`src/rtl/regfile_wb_arbiter_pkg.sv`:
```
// Shared encodings and default widths for the GPR write-back arbiter and the load path.
package wb_pkg;

    localparam int unsigned DATA_W_DFLT = 64;
    localparam int unsigned ADDR_W_DFLT = 5;

    typedef enum logic [1:0] {
        SZ_B = 2'd0,
        SZ_H = 2'd1,
        SZ_W = 2'd2,
        SZ_D = 2'd3
    } ld_size_e;

    typedef enum logic {
        SRC_ALU = 1'b0,
        SRC_LD  = 1'b1
    } wr_src_e;

endpackage

```
`src/rtl/regfile_wb_arbiter_if.sv`:
```
// Producer handshakes and register-file write port of the write-back arbiter.
interface regfile_wb_arbiter_if #(
    parameter int unsigned DATA_W = 64,
    parameter int unsigned ADDR_W = 5
) ();

    logic              alu_valid;
    logic              alu_ready;
    logic [ADDR_W-1:0] alu_rd;
    logic [DATA_W-1:0] alu_data;

    logic              ld_valid;
    logic              ld_ready;
    logic [ADDR_W-1:0] ld_rd;
    logic [DATA_W-1:0] ld_data;
    logic [1:0]        ld_size;
    logic              ld_sext;

    logic              wr_en;
    logic [ADDR_W-1:0] wr_addr;
    logic [DATA_W-1:0] wr_data;
    logic              wr_src;

    // Environment side: producers plus the register file.
    modport master (
        output alu_valid, alu_rd, alu_data,
        output ld_valid, ld_rd, ld_data, ld_size, ld_sext,
        input  alu_ready, ld_ready,
        input  wr_en, wr_addr, wr_data, wr_src
    );

    modport slave (
        input  alu_valid, alu_rd, alu_data,
        input  ld_valid, ld_rd, ld_data, ld_size, ld_sext,
        output alu_ready, ld_ready,
        output wr_en, wr_addr, wr_data, wr_src
    );

endinterface

```
`src/rtl/regfile_wb_arbiter_load_extend.sv`:
```
// Zero/sign extension of right-justified load data to 64 bits.
module load_extend
    import wb_pkg::*;
(
    input  logic [63:0] ld_data_i,
    input  logic [1:0]  ld_size_i,
    input  logic        ld_sext_i,
    output logic [63:0] ext_o
);

    logic fill_b;
    logic fill_h;
    logic fill_w;

    assign fill_b = ld_sext_i & ld_data_i[7];
    assign fill_h = ld_sext_i & ld_data_i[15];
    assign fill_w = ld_sext_i & ld_data_i[31];

    always_comb begin
        ext_o = ld_data_i;
        unique case (ld_size_e'(ld_size_i))
            SZ_B:    ext_o = {{56{fill_b}}, ld_data_i[7:0]};
            SZ_H:    ext_o = {{48{fill_h}}, ld_data_i[15:0]};
            SZ_W:    ext_o = {{32{fill_w}}, ld_data_i[31:0]};
            SZ_D:    ext_o = ld_data_i;
            default: ext_o = ld_data_i;
        endcase
    end

endmodule

```
`src/rtl/regfile_wb_arbiter.sv`:
```
// Schedules the single GPR write port between the ALU and load producers, each
// buffered by a one-entry holding register; loads win unless the ALU has starved.
module regfile_wb_arbiter
    import wb_pkg::*;
#(
    parameter int unsigned DATA_W     = DATA_W_DFLT,
    parameter int unsigned ADDR_W     = ADDR_W_DFLT,
    parameter int unsigned STARVE_MAX = 3
) (
    input  logic               clk,
    input  logic               rst,
    regfile_wb_arbiter_if.slave bus
);

    localparam int unsigned CntW = (STARVE_MAX > 0) ? $clog2(STARVE_MAX + 1) : 1;
    localparam logic [CntW-1:0] StarveMax = CntW'(STARVE_MAX);

    // Holding buffers
    logic              alu_full_q, alu_full_d;
    logic [ADDR_W-1:0] alu_rd_q, alu_rd_d;
    logic [DATA_W-1:0] alu_data_q, alu_data_d;

    logic              ld_full_q, ld_full_d;
    logic [ADDR_W-1:0] ld_rd_q, ld_rd_d;
    logic [DATA_W-1:0] ld_data_q, ld_data_d;

    logic [CntW-1:0]   starve_q, starve_d;

    // Registered write port
    logic              wr_en_q, wr_en_d;
    logic [ADDR_W-1:0] wr_addr_q, wr_addr_d;
    logic [DATA_W-1:0] wr_data_q, wr_data_d;
    wr_src_e           wr_src_q, wr_src_d;

    logic              grant_alu;
    logic              grant_ld;
    logic              alu_ready;
    logic              ld_ready;
    logic              alu_accept;
    logic              ld_accept;
    logic [63:0]       ld_ext;

    load_extend u_load_extend (
        .ld_data_i (bus.ld_data),
        .ld_size_i (bus.ld_size),
        .ld_sext_i (bus.ld_sext),
        .ext_o     (ld_ext)
    );

    always_comb begin
        grant_ld  = ld_full_q && !(alu_full_q && (starve_q == StarveMax));
        grant_alu = alu_full_q && !grant_ld;
    end

    // A buffer granted this cycle frees its slot at the same edge, so a new
    // entry can be taken without a bubble.
    assign alu_ready  = !rst && (!alu_full_q || grant_alu);
    assign ld_ready   = !rst && (!ld_full_q || grant_ld);
    assign alu_accept = bus.alu_valid && alu_ready;
    assign ld_accept  = bus.ld_valid && ld_ready;

    always_comb begin
        alu_full_d = alu_full_q;
        alu_rd_d   = alu_rd_q;
        alu_data_d = alu_data_q;
        if (grant_alu) begin
            alu_full_d = 1'b0;
        end
        if (alu_accept) begin
            alu_full_d = 1'b1;
            alu_rd_d   = bus.alu_rd;
            alu_data_d = bus.alu_data;
        end
    end

    always_comb begin
        ld_full_d = ld_full_q;
        ld_rd_d   = ld_rd_q;
        ld_data_d = ld_data_q;
        if (grant_ld) begin
            ld_full_d = 1'b0;
        end
        if (ld_accept) begin
            ld_full_d = 1'b1;
            ld_rd_d   = bus.ld_rd;
            ld_data_d = ld_ext;
        end
    end

    always_comb begin
        starve_d = '0;
        if (alu_full_q && !grant_alu) begin
            starve_d = (starve_q == StarveMax) ? starve_q : starve_q + 1'b1;
        end
    end

    always_comb begin
        wr_en_d   = grant_alu || grant_ld;
        wr_addr_d = wr_addr_q;
        wr_data_d = wr_data_q;
        wr_src_d  = wr_src_q;
        if (grant_ld) begin
            wr_addr_d = ld_rd_q;
            wr_data_d = ld_data_q;
            wr_src_d  = SRC_LD;
        end else if (grant_alu) begin
            wr_addr_d = alu_rd_q;
            wr_data_d = alu_data_q;
            wr_src_d  = SRC_ALU;
        end
    end

    always_ff @(posedge clk) begin
        if (rst) begin
            alu_full_q <= 1'b0;
            alu_rd_q   <= '0;
            alu_data_q <= '0;
            ld_full_q  <= 1'b0;
            ld_rd_q    <= '0;
            ld_data_q  <= '0;
            starve_q   <= '0;
            wr_en_q    <= 1'b0;
            wr_addr_q  <= '0;
            wr_data_q  <= '0;
            wr_src_q   <= SRC_ALU;
        end else begin
            alu_full_q <= alu_full_d;
            alu_rd_q   <= alu_rd_d;
            alu_data_q <= alu_data_d;
            ld_full_q  <= ld_full_d;
            ld_rd_q    <= ld_rd_d;
            ld_data_q  <= ld_data_d;
            starve_q   <= starve_d;
            wr_en_q    <= wr_en_d;
            wr_addr_q  <= wr_addr_d;
            wr_data_q  <= wr_data_d;
            wr_src_q   <= wr_src_d;
        end
    end

    assign bus.alu_ready = alu_ready;
    assign bus.ld_ready  = ld_ready;
    assign bus.wr_en     = wr_en_q;
    assign bus.wr_addr   = wr_addr_q;
    assign bus.wr_data   = wr_data_q;
    assign bus.wr_src    = wr_src_q;

    a_one_grant : assert property (@(posedge clk) disable iff (rst) !(grant_alu && grant_ld));

endmodule

```
`src/flat_wrapper.sv`:
```
// flat-port wrapper written by rule: the top's interface ports become plain ports
module regfile_wb_arbiter_flat import wb_pkg::*;
#(
    parameter int unsigned DATA_W     = DATA_W_DFLT,
    parameter int unsigned ADDR_W     = ADDR_W_DFLT,
    parameter int unsigned STARVE_MAX = 3
)
  (clk, rst, bus_alu_valid, bus_alu_rd, bus_alu_data, bus_ld_valid, bus_ld_rd, bus_ld_data, bus_ld_size, bus_ld_sext, bus_alu_ready, bus_ld_ready, bus_wr_en, bus_wr_addr, bus_wr_data, bus_wr_src);
  regfile_wb_arbiter_if #(.DATA_W(DATA_W), .ADDR_W(ADDR_W)) bus_i ();
  input  logic clk;
  input  logic rst;
  input wire logic [$bits(bus_i.alu_valid)-1:0] bus_alu_valid;
  input wire logic [$bits(bus_i.alu_rd)-1:0] bus_alu_rd;
  input wire logic [$bits(bus_i.alu_data)-1:0] bus_alu_data;
  input wire logic [$bits(bus_i.ld_valid)-1:0] bus_ld_valid;
  input wire logic [$bits(bus_i.ld_rd)-1:0] bus_ld_rd;
  input wire logic [$bits(bus_i.ld_data)-1:0] bus_ld_data;
  input wire logic [$bits(bus_i.ld_size)-1:0] bus_ld_size;
  input wire logic [$bits(bus_i.ld_sext)-1:0] bus_ld_sext;
  output wire logic [$bits(bus_i.alu_ready)-1:0] bus_alu_ready;
  output wire logic [$bits(bus_i.ld_ready)-1:0] bus_ld_ready;
  output wire logic [$bits(bus_i.wr_en)-1:0] bus_wr_en;
  output wire logic [$bits(bus_i.wr_addr)-1:0] bus_wr_addr;
  output wire logic [$bits(bus_i.wr_data)-1:0] bus_wr_data;
  output wire logic [$bits(bus_i.wr_src)-1:0] bus_wr_src;
  assign bus_i.alu_valid = bus_alu_valid;
  assign bus_i.alu_rd = bus_alu_rd;
  assign bus_i.alu_data = bus_alu_data;
  assign bus_i.ld_valid = bus_ld_valid;
  assign bus_i.ld_rd = bus_ld_rd;
  assign bus_i.ld_data = bus_ld_data;
  assign bus_i.ld_size = bus_ld_size;
  assign bus_i.ld_sext = bus_ld_sext;
  assign bus_alu_ready = bus_i.alu_ready;
  assign bus_ld_ready = bus_i.ld_ready;
  assign bus_wr_en = bus_i.wr_en;
  assign bus_wr_addr = bus_i.wr_addr;
  assign bus_wr_data = bus_i.wr_data;
  assign bus_wr_src = bus_i.wr_src;
  regfile_wb_arbiter #(.DATA_W(DATA_W), .ADDR_W(ADDR_W), .STARVE_MAX(STARVE_MAX)) u_core (.clk(clk), .rst(rst), .bus(bus_i));
endmodule
```
`config.mk`:
```
export PLATFORM = sky130hd
export DESIGN_NAME = regfile_wb_arbiter_flat
export DESIGN_NICKNAME = d
export VERILOG_FILES = /design/src/rtl/regfile_wb_arbiter_pkg.sv /design/src/rtl/regfile_wb_arbiter_if.sv /design/src/rtl/regfile_wb_arbiter_load_extend.sv /design/src/rtl/regfile_wb_arbiter.sv /design/src/flat_wrapper.sv
export SDC_FILE = /design/constraint.sdc
export NUM_CORES = 1
export LEC_CHECK = 0
export ABC_AREA = 1
export BUFFER_PORTS_ARGS = -buffer_cell sky130_fd_sc_hd__buf_2
export CAP_MARGIN = 20
export CELL_PAD_IN_SITES_DETAIL_PLACEMENT = 1
export CELL_PAD_IN_SITES_GLOBAL_PLACEMENT = 2
export CORE_ASPECT_RATIO = 1.4
export CORE_MARGIN = 3
export CORE_UTILIZATION = 29
export CTS_CLUSTER_SIZE = 16
export DETAILED_ROUTE_END_ITERATION = 10
export GPL_ROUTABILITY_DRIVEN = 0
export GPL_TIMING_DRIVEN = 0
export PLACE_DENSITY = 0.83
export SLEW_MARGIN = 15
export SYNTH_ARGS = -nofsm -noshare
export SYNTH_HDL_FRONTEND = slang
export SYNTH_HIERARCHICAL = 1
export SYNTH_SLANG_ARGS = --single-unit
```
`constraint.sdc`:
```
create_clock -name clk -period 2 [get_ports clk]
set_input_delay 0.2 -clock clk [delete_from_list [all_inputs] [get_ports clk]]
set_output_delay 0.2 -clock clk [all_outputs]
set_load 0.01 [all_outputs]
```
== Word-level counts from Yosys, hierarchy flattened ==
Index checks and enable logic that the tools add are counted.

* Add/subtract/negate cells: 1
* Reductions and logical operators: 22
* Bitwise operators: 4
* Equal/unequal tests: 4
* Muxes and demuxes: 10

{| class="wikitable"
|+ Operators by type and width
! operator !! count
|-
| case mux 64 bit (4 select lines) || 1
|-
| two-way mux 64 bit || 2
|-
| two-way mux 5 bit || 2
|-
| logical AND 1 bit || 8
|-
| equality test 2 bit, second input constant || 3
|-
| zero test 1 bit || 6
|-
| nonzero test 2 bit || 3
|-
| two-way mux 1 bit || 5
|-
| bitwise AND 1 bit || 3
|-
| logical OR 1 bit || 3
|-
| adder 2 x 1 -> 2 bit, second input constant || 1
|-
| equality test 2 x 1 -> 1 bit, second input constant || 1
|-
| zero test 2 bit || 1
|-
| OR reduction 2 bit || 1
|-
| inverter 1 bit || 1
|}

* Input bits: 145
* Output and inout port bits: 73
* Word-level logic and storage cells: 52
* Flip-flop bits (word level): 213

== Logic depth before layout (Yosys ltp) ==
* Depth after elaboration: 10
* Depth in mapped cells: 10
* Gate-level depth less buffers: 8

== Hierarchy ==
Netlist, hierarchy kept.

{| class="wikitable"
|+ By module, submodules not included
! module !! area an instance (sq um) !! cells each !! sequential area each (sq um) !! times used
|-
| regfile_wb_arbiter || 9012.4 || 1309 || 4264.1 || 1
|-
| load_extend || 839.6 || 155 || 0.0 || 1
|}

== Worst setup path before layout ==
OpenSTA, ideal clock, no wires.

* Path type: register -> register
* From: register u_core.starve_q[0]
* To: register u_core.alu_data_q[25]
* Required time: 1887 ps
* Path slack: 534 ps
* Path buffers: 2
* Period minus slack after synthesis: 1466 ps
* Arrival: 1354 ps
* Stages on the path, launching flop included: 11
* Setup time: 113 ps
* Path through: dfxtp_1 > ha_1 > nand2_1 > nand2_2 > inv_2 > nand2_4 > nand2_2 > buf_4 > buf_6 > nand2_1 > nand2_1

* Word-level cells in the longest chain between the ends: 9

{| class="wikitable"
|+ Ends and longest elaborated chain
! item !! line !! text
|-
| start: declaration || regfile_wb_arbiter.sv:27 || <nowiki>logic [CntW-1:0] starve_q, starve_d;</nowiki>
|-
| start signal: assignment || regfile_wb_arbiter.sv:133 || <nowiki>starve_q <= starve_d;</nowiki>
|-
| equality test 2 bit || regfile_wb_arbiter.sv:51 || <nowiki>grant_ld = ld_full_q && !(alu_full_q && (starve_q == StarveMax));</nowiki>
|-
| logical AND 1 bit || regfile_wb_arbiter.sv:51 ||
|-
| zero test 1 bit || regfile_wb_arbiter.sv:51 ||
|-
| logical AND 1 bit || regfile_wb_arbiter.sv:51 ||
|-
| zero test 1 bit || regfile_wb_arbiter.sv:52 || <nowiki>grant_alu = alu_full_q && !grant_ld;</nowiki>
|-
| logical AND 1 bit || regfile_wb_arbiter.sv:52 ||
|-
| logical OR 1 bit || regfile_wb_arbiter.sv:57 || <nowiki>assign alu_ready = !rst && (!alu_full_q || grant_alu);</nowiki>
|-
| logical AND 1 bit || regfile_wb_arbiter.sv:57 ||
|-
| logical AND 1 bit || regfile_wb_arbiter.sv:59 || <nowiki>assign alu_accept = bus.alu_valid && alu_ready;</nowiki>
|-
| end signal: assignment || regfile_wb_arbiter.sv:129 || <nowiki>alu_data_q <= alu_data_d;</nowiki>
|-
| end: declaration || regfile_wb_arbiter.sv:21 || <nowiki>logic [DATA_W-1:0] alu_data_q, alu_data_d;</nowiki>
|}

No other way between the ends.
A chain may end at the register's enable or synchronous reset.

== Final worst setup path ==
* From: register u_core.starve_q[0]
* To: output port bus_alu_ready

* Word-level cells in the longest chain between the ends: 8

{| class="wikitable"
|+ Ends and longest elaborated chain
! item !! line !! text
|-
| equality test 2 bit || regfile_wb_arbiter.sv:51 ||
|-
| logical AND 1 bit || regfile_wb_arbiter.sv:51 ||
|-
| zero test 1 bit || regfile_wb_arbiter.sv:51 ||
|-
| logical AND 1 bit || regfile_wb_arbiter.sv:51 ||
|-
| zero test 1 bit || regfile_wb_arbiter.sv:52 ||
|-
| logical AND 1 bit || regfile_wb_arbiter.sv:52 ||
|-
| logical OR 1 bit || regfile_wb_arbiter.sv:57 ||
|-
| logical AND 1 bit || regfile_wb_arbiter.sv:57 ||
|-
| end: declaration || flat_wrapper.sv:20 || <nowiki>output wire logic [$bits(bus_i.alu_ready)-1:0] bus_alu_ready;</nowiki>
|}

No other way between the ends.

==> impl_metrics.xml <==
<?xml version="1.0" encoding="UTF-8"?>
<metrics>
  <group name="synth">
    <metric name="synth-seq-area-share" unit="%">43.3</metric>
    <metric name="yosys.area.top_type_share" unit="%">43.3</metric>
    <metric name="syn_inst" unit="">1464</metric>
    <metric name="synth_cell_types" unit="">23</metric>
    <metric name="synth.top_cells.by_area" unit="">dfxtp_1, nand3_1, nand2_1, inv_1, o21ai_0</metric>
    <metric name="syn_area" unit="sq um">9850</metric>
    <metric name="synth.yosys.warnings" unit="">6</metric>
    <metric name="number_of_synthesized_flops_with_an_enable_pin" unit="">0</metric>
    <metric name="ys_dominant_reg_cell" unit="">dfxtp_1</metric>
    <metric name="postSynthRegisterBits" unit="">213</metric>
    <metric name="yosysTopAreaCell" unit="">dfxtp_1</metric>
    <metric name="postSynth.asyncResetShare" unit="%">0</metric>
    <metric name="syn_avg_cell_area" unit="sq um">6.73</metric>
    <metric name="syn_nets" unit="">1610</metric>
  </group>
  <group name="final_layout">
    <metric name="final_cells" unit="">2245</metric>
    <metric name="syn2layout_area_growth" unit="%">32.9</metric>
    <metric name="multiInputGateArea" unit="sq um">4400</metric>
    <metric name="sequential_cell_area" unit="sq um">4270</metric>
    <metric name="most-common-layout-cells" unit="">nand3_1, nand2_1, buf_2, dfxtp_1, inv_1</metric>
    <metric name="fillers" unit="">4408</metric>
    <metric name="post-route-cell-area" unit="sq um">13100</metric>
    <metric name="final_nets" unit="">1930</metric>
    <metric name="layout.cells.most_common" unit="">nand3_1</metric>
    <metric name="layout-drive-gt1-share" unit="%">18.6</metric>
    <metric name="fin_util" unit="%">39.2</metric>
  </group>
  <group name="clocking">
    <metric name="worst_setup_hold_path_clk_slew" unit="ps">60</metric>
    <metric name="cts_buffers" unit="">25</metric>
    <metric name="worstSkewPairLatency" unit="ps">520</metric>
    <metric name="master_cell_of_the_clock_root_buffer" unit="">clkbuf_16</metric>
    <metric name="clock-sinks" unit="">213</metric>
    <metric name="cts-htree-levels" unit="">1</metric>
    <metric name="cts.path.max_buffers" unit="">3</metric>
    <metric name="cts_tree" unit="">yes</metric>
  </group>
  <group name="power">
    <metric name="p_sw_share" unit="%">27.5</metric>
    <metric name="clock_power_share" unit="%">40.9</metric>
    <metric name="p_comb_share" unit="%">14.1</metric>
    <metric name="switch_pwr" unit="mW">2.85</metric>
    <metric name="power_report.internal_total" unit="mW">7.52</metric>
    <metric name="power.leakage" unit="nW">6.61</metric>
    <metric name="power_per_cell_area" unit="nW/um^2">793</metric>
    <metric name="vdd_drop_max" unit="V">0.000585</metric>
    <metric name="share_seq_of_total_power" unit="%">45.1</metric>
  </group>
  <group name="setup_path">
    <metric name="r2r_setup_slack" unit="ps">110</metric>
    <metric name="critical_path.max_fanout" unit="">8</metric>
    <metric name="worst_ep_required_time" unit="ps">1800</metric>
    <metric name="crit_arrival" unit="ps">1700</metric>
    <metric name="start_kind" unit="">flip-flop</metric>
    <metric name="end_kind" unit="">output port</metric>
    <metric name="critical_path_class" unit="">reg2out</metric>
  </group>
  <group name="routing">
    <metric name="post_dr_wirelength_cell" unit="microns">18.2</metric>
    <metric name="routed-via-count" unit="">10781</metric>
    <metric name="drcViolationCount" unit="">0</metric>
    <metric name="detail_route.vias_per_cell" unit="">4.80</metric>
    <metric name="first_iter_violations" unit="">487</metric>
    <metric name="detail-route-antenna-nets" unit="">0</metric>
    <metric name="detail_route.first_pass.iterations" unit="">4</metric>
    <metric name="drt-total-wl" unit="mm">40.9</metric>
  </group>
  <group name="place">
    <metric name="place.detailed.hpwl" unit="mm">30.1</metric>
    <metric name="placedCellCount" unit="">2118</metric>
    <metric name="post_dp_cell_area" unit="sq um">11500</metric>
    <metric name="pre_cts_slack" unit="ps">-112</metric>
    <metric name="io_buffers" unit="">209</metric>
  </group>
  <group name="die">
    <metric name="chipHeight" unit="microns">224</metric>
    <metric name="ioPinCount" unit="">218</metric>
    <metric name="design.core.area" unit="sq um">33400</metric>
    <metric name="rows" unit="">79</metric>
    <metric name="initial_utilization" unit="%">29.5</metric>
    <metric name="die-width" unit="microns">162</metric>
    <metric name="die_area" unit="sq um">36300</metric>
  </group>
  <group name="grt">
    <metric name="pin_count_of_the_biggest_net_entering_global_routing" unit="">13</metric>
    <metric name="vias_in_the_first_global_route" unit="">11568</metric>
    <metric name="antenna_found_initial" unit="">1</metric>
    <metric name="grt_util_all_layers" unit="%">22.2</metric>
    <metric name="grt_first_pass_wirelength" unit="mm">63.6</metric>
    <metric name="global_route.overflow_total" unit="">0</metric>
  </group>
  <group name="timing">
    <metric name="final.min_clock_period" unit="ps">1900</metric>
    <metric name="fin_worst_skew" unit="ps">14.0</metric>
    <metric name="hold_viol" unit="">0</metric>
    <metric name="worst_max_slew_pin_slew" unit="ps">999</metric>
    <metric name="slew_headroom" unit="%">33.4</metric>
    <metric name="slew_viol_final" unit="">0</metric>
    <metric name="grt_setup_unrepaired" unit="">no</metric>
    <metric name="total_setup_violations_reported_at_the_end_of_the_flow" unit="">0</metric>
    <metric name="final_critical_path_setup_slack" unit="ps">99.3</metric>
    <metric name="max_clock_freq" unit="GHz">0.526</metric>
    <metric name="share_of_the_cycle_needed_by_the_critical_path_after_routing" unit="%">95.0</metric>
  </group>
  <group name="run">
    <metric name="max_cap_violations" unit="">0</metric>
  </group>
  <group name="outcome">
    <metric name="status" unit="">finished, final reports clean</metric>
  </group>
  <group name="worst_hold_path">
    <metric name="hold_path.class" unit="">in2reg</metric>
  </group>
</metrics>
## through the flow
stage	hold WS [ps]	power (mW)	TNS [ps]
2_1_floorplan	313	5.49	0
3_3_place_gp	417	6.06	-499
3_5_place_dp	422	6.10	-958
4_1_cts	0.0371	10.5	0
5_1_grt	16.3	10.9	0
6_report	9.68	10.4	0
## path summary, 6_finish.rpt
kind / startpoint / endpoint / depth (start not counted)
worst max-delay path: u_core/starve_q[0] / bus_alu_ready / 9
worst min-delay path: bus_ld_data[24] / u_core/ld_data_q[24] / 5
worst max register to register: u_core/starve_q[0] / u_core/bus.wr_data[45] / 8
worst min register to register: u_core/ld_data_q[57] / u_core/ld_data_q[57] / 2
## worst max-delay path, cell delays in order, from the launching register on
cell	delay (ps)
dfxtp_2	340
ha_4	180
nand2_4	70
nand2_4	70
inv_6	80
nand2_8	80
buf_8	130
nand2_2	60
inv_1	40
buf_2	130
## cell usage after synthesis, types with 7 or more instances
cell,n
buf_4,15
nor2_1,73
nand3_1,391
o21ai_0,71
buf_2,49
clkbuf_1,53
inv_1,142
buf_6,7
dfxtp_1,213
nand2_1,384
nand4_1,32
o21ai_1,7
buf_1,12
## logic make-up after synthesis
logic type	share of synthesized area (%)
AND/OR/NAND/NOR	39.9
buffers and inverters	12.4
flip-flops	43.3
AO/OA/AOI/OAI	4.11
XOR/XNOR	0.0889
multiplexers	0.102
adder cells (fa/ha/maj)	0.127
## layout make-up
type | count | share of cell area, %
diodes | 1 | 0.0191
plain buffers | 136 | 5.30
clock buffers | 35 | 5.37
clock inverters | 7 | 0.296
inverters | 145 | 4.20
multi-input cells | 970 | 33.6
flip-flops and latches | 213 | 32.6
well taps | 445 | 4.25
repair buffers | 293 | 14.4
## repair_timing
| item | CTS | global route |
|---|---|---|
| pin swaps | 2 | 0 |
| buffers inserted | 3 | 0 |
| hold buffers | 81 | 0 |
| endpoints found under the hold margin | 81 | 0 |
| gates resized for setup | 13 | 4 |
| setup endpoints to repair | 12 | 3 |
## state kept, by name (all words and copies together), names as in the netlist
signal,count
u_core/alu_data_q,64
u_core/bus.wr_data,64
u_core/ld_data_q,64
u_core/alu_rd_q,5
u_core/bus.wr_addr,5
u_core/ld_rd_q,5
u_core/starve_q,2
u_core/alu_full_q,1
u_core/bus.wr_en,1
u_core/bus.wr_src,1
u_core/ld_full_q,1
## metal layers
metal	vias up	part of all wire [%]	wire length, microns	GRT usage, %
met5	-	0	0	0
met4	0	2.8	1160	6.99
met3	59	3.9	1580	2.28
met2	224	52	21200	41.8
met1	5161	41	17000	26.1
li1	5337	-	-	-
## power groups by stage
stage               Combinational (mW)  Clock (mW)  Sequential (mW)
floorplan                        0.754           0             4.74
global placement                  1.30           0             4.76
detailed placement                1.33           0             4.77
CTS                               1.47        4.35             4.68
global route                      1.64        4.52             4.70
finish                            1.46        4.24             4.68
No activity file was read; power rests on OpenSTA's default activity.
